$ cat src/rtl/ifetch_queue_pkg.sv
// ifetch_queue_pkg: shared sizing, empty-output constant and entry layout for the fetch queue.
package ifetch_queue_pkg;
  localparam int IFQ_DEPTH = 4;
  localparam int IFQ_AW = 2;
  localparam logic [31:0] NOP_INS = 32'h0000_0000;
  typedef struct packed {
    logic [31:0] pc;
    logic [31:0] ins;
  } ifq_entry_t;
endpackage

$ cat src/rtl/ifetch_queue_if.sv
// ifetch_queue_if: fetch-side push, issue-side pop, flush and occupancy of the fetch queue.
interface ifetch_queue_if
  import ifetch_queue_pkg::*;
#(
  parameter int AW = IFQ_AW
);
  logic          fetch_valid;
  logic [31:0]   fetch_pc;
  logic [31:0]   fetch_ins;
  logic          fetch_ready;
  logic          issue_valid;
  logic [31:0]   issue_pc;
  logic [31:0]   issue_ins;
  logic          issue_ready;
  logic          flush;
  logic [AW:0]   count;
  modport master (
    output fetch_valid, fetch_pc, fetch_ins, issue_ready, flush,
    input  fetch_ready, issue_valid, issue_pc, issue_ins, count
  );
  modport slave (
    input  fetch_valid, fetch_pc, fetch_ins, issue_ready, flush,
    output fetch_ready, issue_valid, issue_pc, issue_ins, count
  );
endinterface

$ cat src/rtl/ifetch_queue_storage.sv
// ifetch_queue_storage: DEPTH x {pc, ins} register array, one sync write port, one comb read port, async clear.
module ifetch_queue_storage
  import ifetch_queue_pkg::*;
#(
  parameter int DEPTH = IFQ_DEPTH,
  parameter int AW    = IFQ_AW
) (
  input  logic          clk,
  input  logic          nRST,
  input  logic          i_we,
  input  logic [AW-1:0] i_waddr,
  input  ifq_entry_t    i_wdata,
  input  logic [AW-1:0] i_raddr,
  output ifq_entry_t    o_rdata
);
  ifq_entry_t r_mem [DEPTH];
  always_ff @(posedge clk or negedge nRST)
    if (!nRST)
      for (int i = 0; i < DEPTH; i++) r_mem[i] <= '0;
    else if (i_we)
      r_mem[i_waddr] <= i_wdata;
  assign o_rdata = r_mem[i_raddr];
endmodule

$ cat src/rtl/ifetch_queue.sv
// ifetch_queue: FIFO of fetched {pc, ins} between the PC stage and issue, with back-pressure and flush.
module ifetch_queue
  import ifetch_queue_pkg::*;
#(
  parameter int DEPTH = IFQ_DEPTH,
  parameter int AW    = IFQ_AW
) (
  input  logic          clk,
  input  logic          nRST,
  ifetch_queue_if.slave bus
);
  localparam logic [AW:0] ONE = 1;
  logic [AW:0] r_head, r_tail;
  logic        w_empty, w_full, w_push, w_pop;
  ifq_entry_t  w_rdata;
  assign w_empty = r_head == r_tail;
  assign w_full  = (r_head[AW-1:0] == r_tail[AW-1:0]) && (r_head[AW] != r_tail[AW]);
  assign bus.fetch_ready = !w_full && !bus.flush;
  assign bus.issue_valid = !w_empty && !bus.flush;
  assign bus.issue_pc    = w_empty ? NOP_INS : w_rdata.pc;
  assign bus.issue_ins   = w_empty ? NOP_INS : w_rdata.ins;
  assign bus.count       = r_tail - r_head;
  assign w_push = bus.fetch_valid && bus.fetch_ready;
  assign w_pop  = bus.issue_valid && bus.issue_ready;
  // flush wins: fetch_ready/issue_valid are already low, so push/pop cannot fire with it
  always_ff @(posedge clk or negedge nRST)
    if (!nRST) begin
      r_head <= '0;
      r_tail <= '0;
    end else if (bus.flush) begin
      r_head <= '0;
      r_tail <= '0;
    end else begin
      if (w_push) r_tail <= r_tail + ONE;
      if (w_pop) r_head <= r_head + ONE;
    end
  ifetch_queue_storage #(.DEPTH(DEPTH), .AW(AW)) u_storage (
    .clk     (clk),
    .nRST    (nRST),
    .i_we    (w_push),
    .i_waddr (r_tail[AW-1:0]),
    .i_wdata ('{pc: bus.fetch_pc, ins: bus.fetch_ins}),
    .i_raddr (r_head[AW-1:0]),
    .o_rdata (w_rdata)
  );
endmodule

$ cat src/flat_wrapper.sv
// flat-port wrapper written by rule: the top's interface ports become plain ports
module ifetch_queue_flat import ifetch_queue_pkg::*;
#(
  parameter int DEPTH = IFQ_DEPTH,
  parameter int AW    = IFQ_AW
)
  (clk, nRST, bus_fetch_valid, bus_fetch_pc, bus_fetch_ins, bus_issue_ready, bus_flush, bus_fetch_ready, bus_issue_valid, bus_issue_pc, bus_issue_ins, bus_count);
  ifetch_queue_if #(.AW(AW)) bus_i ();
  input  logic clk;
  input  logic nRST;
  input wire logic [$bits(bus_i.fetch_valid)-1:0] bus_fetch_valid;
  input wire logic [$bits(bus_i.fetch_pc)-1:0] bus_fetch_pc;
  input wire logic [$bits(bus_i.fetch_ins)-1:0] bus_fetch_ins;
  input wire logic [$bits(bus_i.issue_ready)-1:0] bus_issue_ready;
  input wire logic [$bits(bus_i.flush)-1:0] bus_flush;
  output wire logic [$bits(bus_i.fetch_ready)-1:0] bus_fetch_ready;
  output wire logic [$bits(bus_i.issue_valid)-1:0] bus_issue_valid;
  output wire logic [$bits(bus_i.issue_pc)-1:0] bus_issue_pc;
  output wire logic [$bits(bus_i.issue_ins)-1:0] bus_issue_ins;
  output wire logic [$bits(bus_i.count)-1:0] bus_count;
  assign bus_i.fetch_valid = bus_fetch_valid;
  assign bus_i.fetch_pc = bus_fetch_pc;
  assign bus_i.fetch_ins = bus_fetch_ins;
  assign bus_i.issue_ready = bus_issue_ready;
  assign bus_i.flush = bus_flush;
  assign bus_fetch_ready = bus_i.fetch_ready;
  assign bus_issue_valid = bus_i.issue_valid;
  assign bus_issue_pc = bus_i.issue_pc;
  assign bus_issue_ins = bus_i.issue_ins;
  assign bus_count = bus_i.count;
  ifetch_queue #(.DEPTH(DEPTH), .AW(AW)) u_core (.clk(clk), .nRST(nRST), .bus(bus_i));
endmodule
$ cat config.mk
export PLATFORM = sky130hd
export DESIGN_NAME = ifetch_queue_flat
export DESIGN_NICKNAME = d
export VERILOG_FILES = /design/src/rtl/ifetch_queue_pkg.sv /design/src/rtl/ifetch_queue_if.sv /design/src/rtl/ifetch_queue_storage.sv /design/src/rtl/ifetch_queue.sv /design/src/flat_wrapper.sv
export SDC_FILE = /design/constraint.sdc
export NUM_CORES = 1
export LEC_CHECK = 0
export ABC_AREA = 1
export ABC_CLOCK_PERIOD_IN_PS = 5270
export BUFFER_PORTS_ARGS = -buffer_cell sky130_fd_sc_hd__clkbuf_2
export CORE_MARGIN = 2
export CORE_UTILIZATION = 35
export DETAILED_ROUTE_END_ITERATION = 16
export GPL_ROUTABILITY_DRIVEN = 0
export PLACE_DENSITY = 0.56
export RECOVER_POWER = 100
export SYNTH_ARGS = -nofsm -noshare
export SYNTH_HDL_FRONTEND = slang
export SYNTH_SLANG_ARGS = --single-unit
export TNS_END_PERCENT = 5
$ cat constraint.sdc
create_clock -name clk -period 5.27 [get_ports clk]
set_input_delay 1.054 -clock clk [delete_from_list [all_inputs] [get_ports clk]]
set_output_delay 1.054 -clock clk [all_outputs]
set_load 0.02 [all_outputs]
* Word-level counts from Yosys, hierarchy flattened
Cells that the tools add are included.
** Storage, ports and cells
- Bits in registers :: 262
- Input bits :: 69
- Output and inout port bits :: 69
- Word-level logic and storage cells :: 44
** Cells by class
- Add/sub/neg operators :: 3
- $lt $le $gt $ge :: 3
- Eq/ne operators :: 3
- Muxes and demuxes :: 12
- Bitwise gates (word level) :: 2
- Reduce and logical (&&, ||, !) cells :: 11
** Operators by type and width (number)
- $bwmux 256 :: 1
- $mux 64 :: 3
- $bmux 64 s2 :: 1
- $demux 64 s2 :: 1
- $mux 32 :: 2
- $mux 3 :: 4
- $add 3x1->3 const B :: 2
- $ge 3x3->1 const B :: 2
- $logic_and 1x1->1 :: 6
- $not 2->3 :: 2
- $reduce_bool 2->1 :: 2
- $eq 3x3->1 :: 1
- $logic_not 1->1 :: 3
- $lt 3x1->1 const B :: 1
- $sub 3x3->3 :: 1
- $eq 2x2->1 :: 1
- $ne 1x1->1 :: 1

* Logic depth before layout (Yosys ltp)
- Depth after elaboration :: 7
- Mapped depth :: 11
- Gate-level depth less buffers :: 9

* Modules after synthesis
A second synthesis with hierarchy kept.
** Second synthesis, totals
- Cells, all modules :: 2060
- Area, all modules :: 14290.0 um^2
** Modules (own cells, without submodules)
- ifetch_queue_storage :: times used 1, cells an instance 1867, area each 13292.7 um^2, sequential area each 6406.1 um^2
- ifetch_queue :: times used 1, cells an instance 193, area each 997.2 um^2, sequential area each 150.1 um^2

* Worst setup path before layout
OpenSTA, ideal clock, no wires.
- Path type :: register -> output
- From :: reg u_core.r_head[1]
- To :: out bus_issue_ins[10]
- Arrival :: 1.966 ns
- Data required time :: 4.216 ns
- Setup slack :: 2.250 ns
- Cell stages (with the launch flop) :: 11
- Buffers on the path :: 3
- Path through :: dfrtp_1 > inv_1 > clkbuf_1 > ha_1 > nand2_1 > inv_1 > nand2_1 > inv_1 > buf_2 > buf_1 > a21oi_1
** Between the ends
- Longest elaborated chain between the ends :: 5
- Elaborated cells between the ends (all ways) :: 6
- Classes of those cells :: eq/ne (1); mux (4); bitwise (1)
** Ends and longest elaborated chain
- from (decl) :: RTL line ifetch_queue.sv:13 : logic [AW:0] r_head, r_tail;
- from (signal assigned) :: RTL line ifetch_queue.sv:35 : if (w_pop) r_head <= r_head + ONE;
- $not 2->3 (not written as such) :: RTL line ifetch_queue_storage.sv:22 : assign o_rdata = r_mem[i_raddr];
- $bmux 64 s2 :: RTL line ifetch_queue_storage.sv:22
- $mux 64 (not written as such) (2 in a row) :: RTL line ifetch_queue_storage.sv:22
- $mux 32 (*) :: RTL line ifetch_queue.sv:21 : assign bus.issue_ins = w_empty ? NOP_INS : w_rdata.ins;
- to (decl) :: RTL line flat_wrapper.sv:19 : output wire logic [$bits(bus_i.issue_ins)-1:0] bus_issue_ins;
Every way passes the cells marked *; elsewhere a longest branch is shown, timed or not. The select of a mux whose other input is x is not followed.

* Worst setup path in the final report
- From :: reg u_core.r_head[0]
- To :: out bus_issue_pc[13]
** Between the ends
- Longest elaborated chain between the ends :: 5
- Elaborated cells between the ends (all ways) :: 6
- Classes of those cells :: eq/ne (1); mux (4); bitwise (1)
** Ends and longest elaborated chain
- $not 2->3 (not written as such) :: RTL line ifetch_queue_storage.sv:22
- $bmux 64 s2 :: RTL line ifetch_queue_storage.sv:22
- $mux 64 (not written as such) (2 in a row) :: RTL line ifetch_queue_storage.sv:22
- $mux 32 (*) :: RTL line ifetch_queue.sv:20 : assign bus.issue_pc = w_empty ? NOP_INS : w_rdata.pc;
- to (decl) :: RTL line flat_wrapper.sv:18 : output wire logic [$bits(bus_i.issue_pc)-1:0] bus_issue_pc;
Marked as above.

==> metrics.txt <==
# TYPE chip_impl_metric gauge
chip_impl_info{name="outcome",value="complete, but fails checks"} 1
chip_impl_info{name="failing_checks",value="max-capacitance violations, max-slew violations"} 1
chip_impl_metric{name="design.final.nets",unit=""} 1799
chip_impl_metric{name="timing_max_transition_violations_final",unit=""} 458
chip_impl_metric{name="hold_slack",unit="ns"} 0.471
chip_impl_metric{name="fin_crit",unit="ns"} 4.74
chip_impl_metric{name="ctsHoldBuffers",unit=""} 0
chip_impl_metric{name="insertion_delay",unit="ns"} 0.56
chip_impl_metric{name="globalRouteTotalUtil",unit="%"} 20.5
chip_impl_metric{name="slowest_delay",unit="ns"} 0.88
chip_impl_info{name="crit_chain",value="ha_1 > nand2_1 > inv_1 > nand2_1 > inv_2 > clkbuf_2 > a21oi_1 > clkbuf_1"} 1
chip_impl_metric{name="route.detailed.drc",unit=""} 0
chip_impl_info{name="cts_tree",value="built"} 1
chip_impl_metric{name="fp.dieArea",unit="mm²"} 0.0370
chip_impl_metric{name="power.density_cell_area",unit="mW/mm²"} 520
chip_impl_metric{name="critical_path_cell_count",unit=""} 8
chip_impl_info{name="worst_hold_path_type",value="reg -> reg"} 1
chip_impl_metric{name="core_area",unit="mm²"} 0.0347
chip_impl_metric{name="grt_max_degree",unit=""} 108
chip_impl_metric{name="grt_pass1_vias",unit=""} 10500
chip_impl_metric{name="postCtsResizedCells",unit=""} 0
chip_impl_info{name="cts_root_buf",value="clkbuf_16"} 1
chip_impl_metric{name="maxcap_viol_count",unit=""} 7
chip_impl_metric{name="ctsHtreeMaxLevel",unit=""} 1
chip_impl_metric{name="synth.avg_cell_area",unit="µm²"} 7.58
chip_impl_metric{name="cell_area_after_synthesis",unit="mm²"} 0.0124
chip_impl_metric{name="synth_cell_types",unit=""} 22
chip_impl_metric{name="fp.dieW",unit="µm"} 192
chip_impl_metric{name="power_frac_comb",unit="%"} 30.3
chip_impl_metric{name="cts_max_path_buffers",unit=""} 3
chip_impl_metric{name="finalCritPeriodShare",unit="%"} 89.9
chip_impl_metric{name="netlist_instances",unit=""} 1638
chip_impl_metric{name="number_of_detailed_routing_iterations_run_before_antenna_repair",unit=""} 5
chip_impl_metric{name="synth_nets",unit=""} 1715
chip_impl_metric{name="area.growth.synth_to_final",unit="%"} 13.1
chip_impl_metric{name="fin_skew",unit="ns"} 0.0250
chip_impl_metric{name="leakage",unit="nW"} 7.28
chip_impl_metric{name="global_route_wire_length_before_repair",unit="mm"} 59.7
chip_impl_metric{name="tritoncts_num_sinks",unit=""} 262
chip_impl_info{name="timing.critical_path.max_delay_family",value="buffers and inverters"} 1
chip_impl_metric{name="cts_setup_buffers",unit=""} 0
chip_impl_metric{name="finalHoldViolations",unit=""} 0
chip_impl_metric{name="worst_pin_slew",unit="ns"} 2.92
chip_impl_info{name="setup.worst_path.end_class",value="output pin"} 1
chip_impl_metric{name="netSwitchingPower",unit="W"} 0.00273
chip_impl_metric{name="synth_sequential_area_ratio",unit="%"} 52.8
chip_impl_info{name="grt_setup_unrepaired",value="false"} 1
chip_impl_metric{name="setup-violations-final",unit=""} 0
chip_impl_info{name="crit_path_start_kind",value="register"} 1
chip_impl_metric{name="relative_contribution_of_sequential_cells_to_total_power",unit="%"} 41.8
chip_impl_metric{name="worst_ir_drop_vdd",unit="µV"} 251
chip_impl_metric{name="floorplan.rows",unit=""} 68
chip_impl_metric{name="timing.slew.headroom",unit="%"} -94.6
chip_impl_metric{name="numPortBuffers",unit=""} 137
chip_impl_metric{name="drt_iter0_drc",unit=""} 752
chip_impl_metric{name="ys_warn_count",unit=""} 0
chip_impl_info{name="cpMaxStageDelayCell",value="inv_2"} 1
chip_impl_metric{name="critPathBufInv",unit=""} 4
chip_impl_metric{name="effective_utilization_at_floorplan",unit="%"} 35.8
chip_impl_metric{name="reg2regPathDepth",unit=""} 9
chip_impl_metric{name="route.vias.total",unit=""} 10800
chip_impl_metric{name="io_pins",unit=""} 138
chip_impl_metric{name="worst-path-max-fanout",unit=""} 61
chip_impl_metric{name="postSynthRegisterBits",unit=""} 262
chip_impl_metric{name="switching_share",unit="%"} 37.4
chip_impl_metric{name="clock_power_share",unit="%"} 28.0
chip_impl_metric{name="globalRouteOverflowTotal",unit=""} 0
chip_impl_info{name="most_frequent_cells_in_the_layout",value="nand2_1, dfrtp_1, nor2_1"} 1
chip_impl_metric{name="drtAntennaViolNets",unit=""} 0
chip_impl_metric{name="antenna_violations_before_repair",unit=""} 2
chip_impl_info{name="critical_path_type",value="reg -> out"} 1
chip_impl_metric{name="routed_via_density",unit=""} 4.92
chip_impl_metric{name="finalWirelength",unit="mm"} 37.4
chip_impl_metric{name="die-height",unit="µm"} 192
chip_impl_metric{name="dp_hpwl",unit="mm"} 20.0
chip_impl_info{name="critical-path-top-cell-by-count",value="nand2_1"} 1
chip_impl_metric{name="cell_internal_pwr",unit="W"} 0.00457
chip_impl_metric{name="hold-path-cell-count",unit=""} 2
chip_impl_metric{name="cp.required",unit="ns"} 4.22
chip_impl_metric{name="fin_setup_tns",unit="ns"} 0
chip_impl_metric{name="cts.reportedPaths.clkPinSlew",unit="ns"} 0.06
chip_impl_metric{name="post_route_cells_drive_above_1_share",unit="%"} 8.20
chip_impl_info{name="most_frequent_standard_cell_in_the_layout_excluding_fill_and_tap_cells",value="nand2_1"} 1
chip_impl_metric{name="avgRoutedWirePerCell",unit="µm"} 17.0
chip_impl_metric{name="timing.fmax",unit="MHz"} 211
chip_impl_metric{name="cp.arrival",unit="ns"} 3.68
chip_impl_metric{name="tritoncts.num_buffers",unit=""} 29
kinds of logic (layout without fill, tap and decap cells):
group,Yosys count,in the layout,share of synthesized area [%]
other cells,0,1,0
buf+inv,114,219,5.18
simple gates,1057,1057,33.1
xor+xnor,3,3,0.212
fa+ha+maj,8,8,0.867
flops,262,262,52.8
compound gates,194,194,7.83
synthesized netlist by cell type:
master,count,share of area (%)
a21oi_1,64,2.6
a31oi_1,1,0.050
buf_1,6,0.18
buf_2,28,1.1
buf_6,24,2.2
clkbuf_1,41,1.2
dfrtp_1,262,53
fa_1,1,0.16
ha_1,7,0.71
inv_1,14,0.42
inv_2,1,0.030
nand2_1,777,23
nand2_2,1,0.050
nand3_1,11,0.44
nand3_4,2,0.28
nand4_1,2,0.10
nand4_2,3,0.30
nor2_1,257,7.8
nor2_8,4,0.65
o21ai_0,129,5.2
xnor2_1,1,0.071
xor2_1,2,0.14
metal layers:
metal	vias up	wire (µm)	global-route usage, %
met5	-	16	0
met4	2	782	4.26
met3	48	1990	2.82
met2	272	17300	33.8
met1	5242	17300	28.7
li1	5246	-	-
registers in the layout, summed over array words and instances (netlist names):
register / cells
u_core.u_storage.r_mem: 256
u_core.r_head: 3
u_core.r_tail: 3
final cells by class:
type	count	area [µm²]
clock buffer	42	845
tap	455	569
inverter	15	57.6
fill	3664	20700
antenna	1	2.50
multi-input combinational	1262	5180
timing repair buffer	152	716
clock inverter	10	106
sequential	262	6560
final timing paths:
check,start,end,slack (ns)
setup / recovery,u_core.r_head[0],bus_issue_pc[13],0.53
hold / removal,u_core.u_storage.r_mem[43],u_core.u_storage.r_mem[43],0.47
setup reg to reg,u_core.r_head[0],u_core.u_storage.r_mem[187],0.77
hold reg to reg,u_core.u_storage.r_mem[43],u_core.u_storage.r_mem[43],0.47
max in group asynchronous,nRST,u_core.u_storage.r_mem[149],1.28
min in group asynchronous,nRST,u_core.u_storage.r_mem[197],1.42
worst min-delay path, stage by stage (launching register included):
cell,delay (ns)
dfrtp_1,0.34
nand2_1,0.05
nand2_1,0.05
power groups by stage:
stage / Sequential, W / Clock, W / Combinational, W
2_1_floorplan: 0.00294 / 0 / 0.00164
3_5_place_dp: 0.00306 / 0 / 0.00228
4_1_cts: 0.00304 / 0.00209 / 0.00230
5_1_grt: 0.00313 / 0.00217 / 0.00252
6_report: 0.00305 / 0.00204 / 0.00221
3_3_place_gp: 0.00305 / 0 / 0.00226
stage by stage:
step / power (W) / setup WS (ns) / util (%) / cell area (µm²) / instances
after floorplan: 0.00459 / 2.25 / - / 12400 / 1638
after global placement: 0.00531 / 1.25 / 38.2 / 13200 / 2146
after detailed placement: 0.00535 / 1.21 / 38.2 / 13200 / 2146
after CTS: 0.00743 / 0.603 / 40.9 / 14200 / 2198
after global routing: 0.00783 / 0.328 / 40.4 / 14000 / 2199
final: 0.00729 / 0.531 / 40.4 / 14000 / 2199
(Power assumes the default switching activity.)
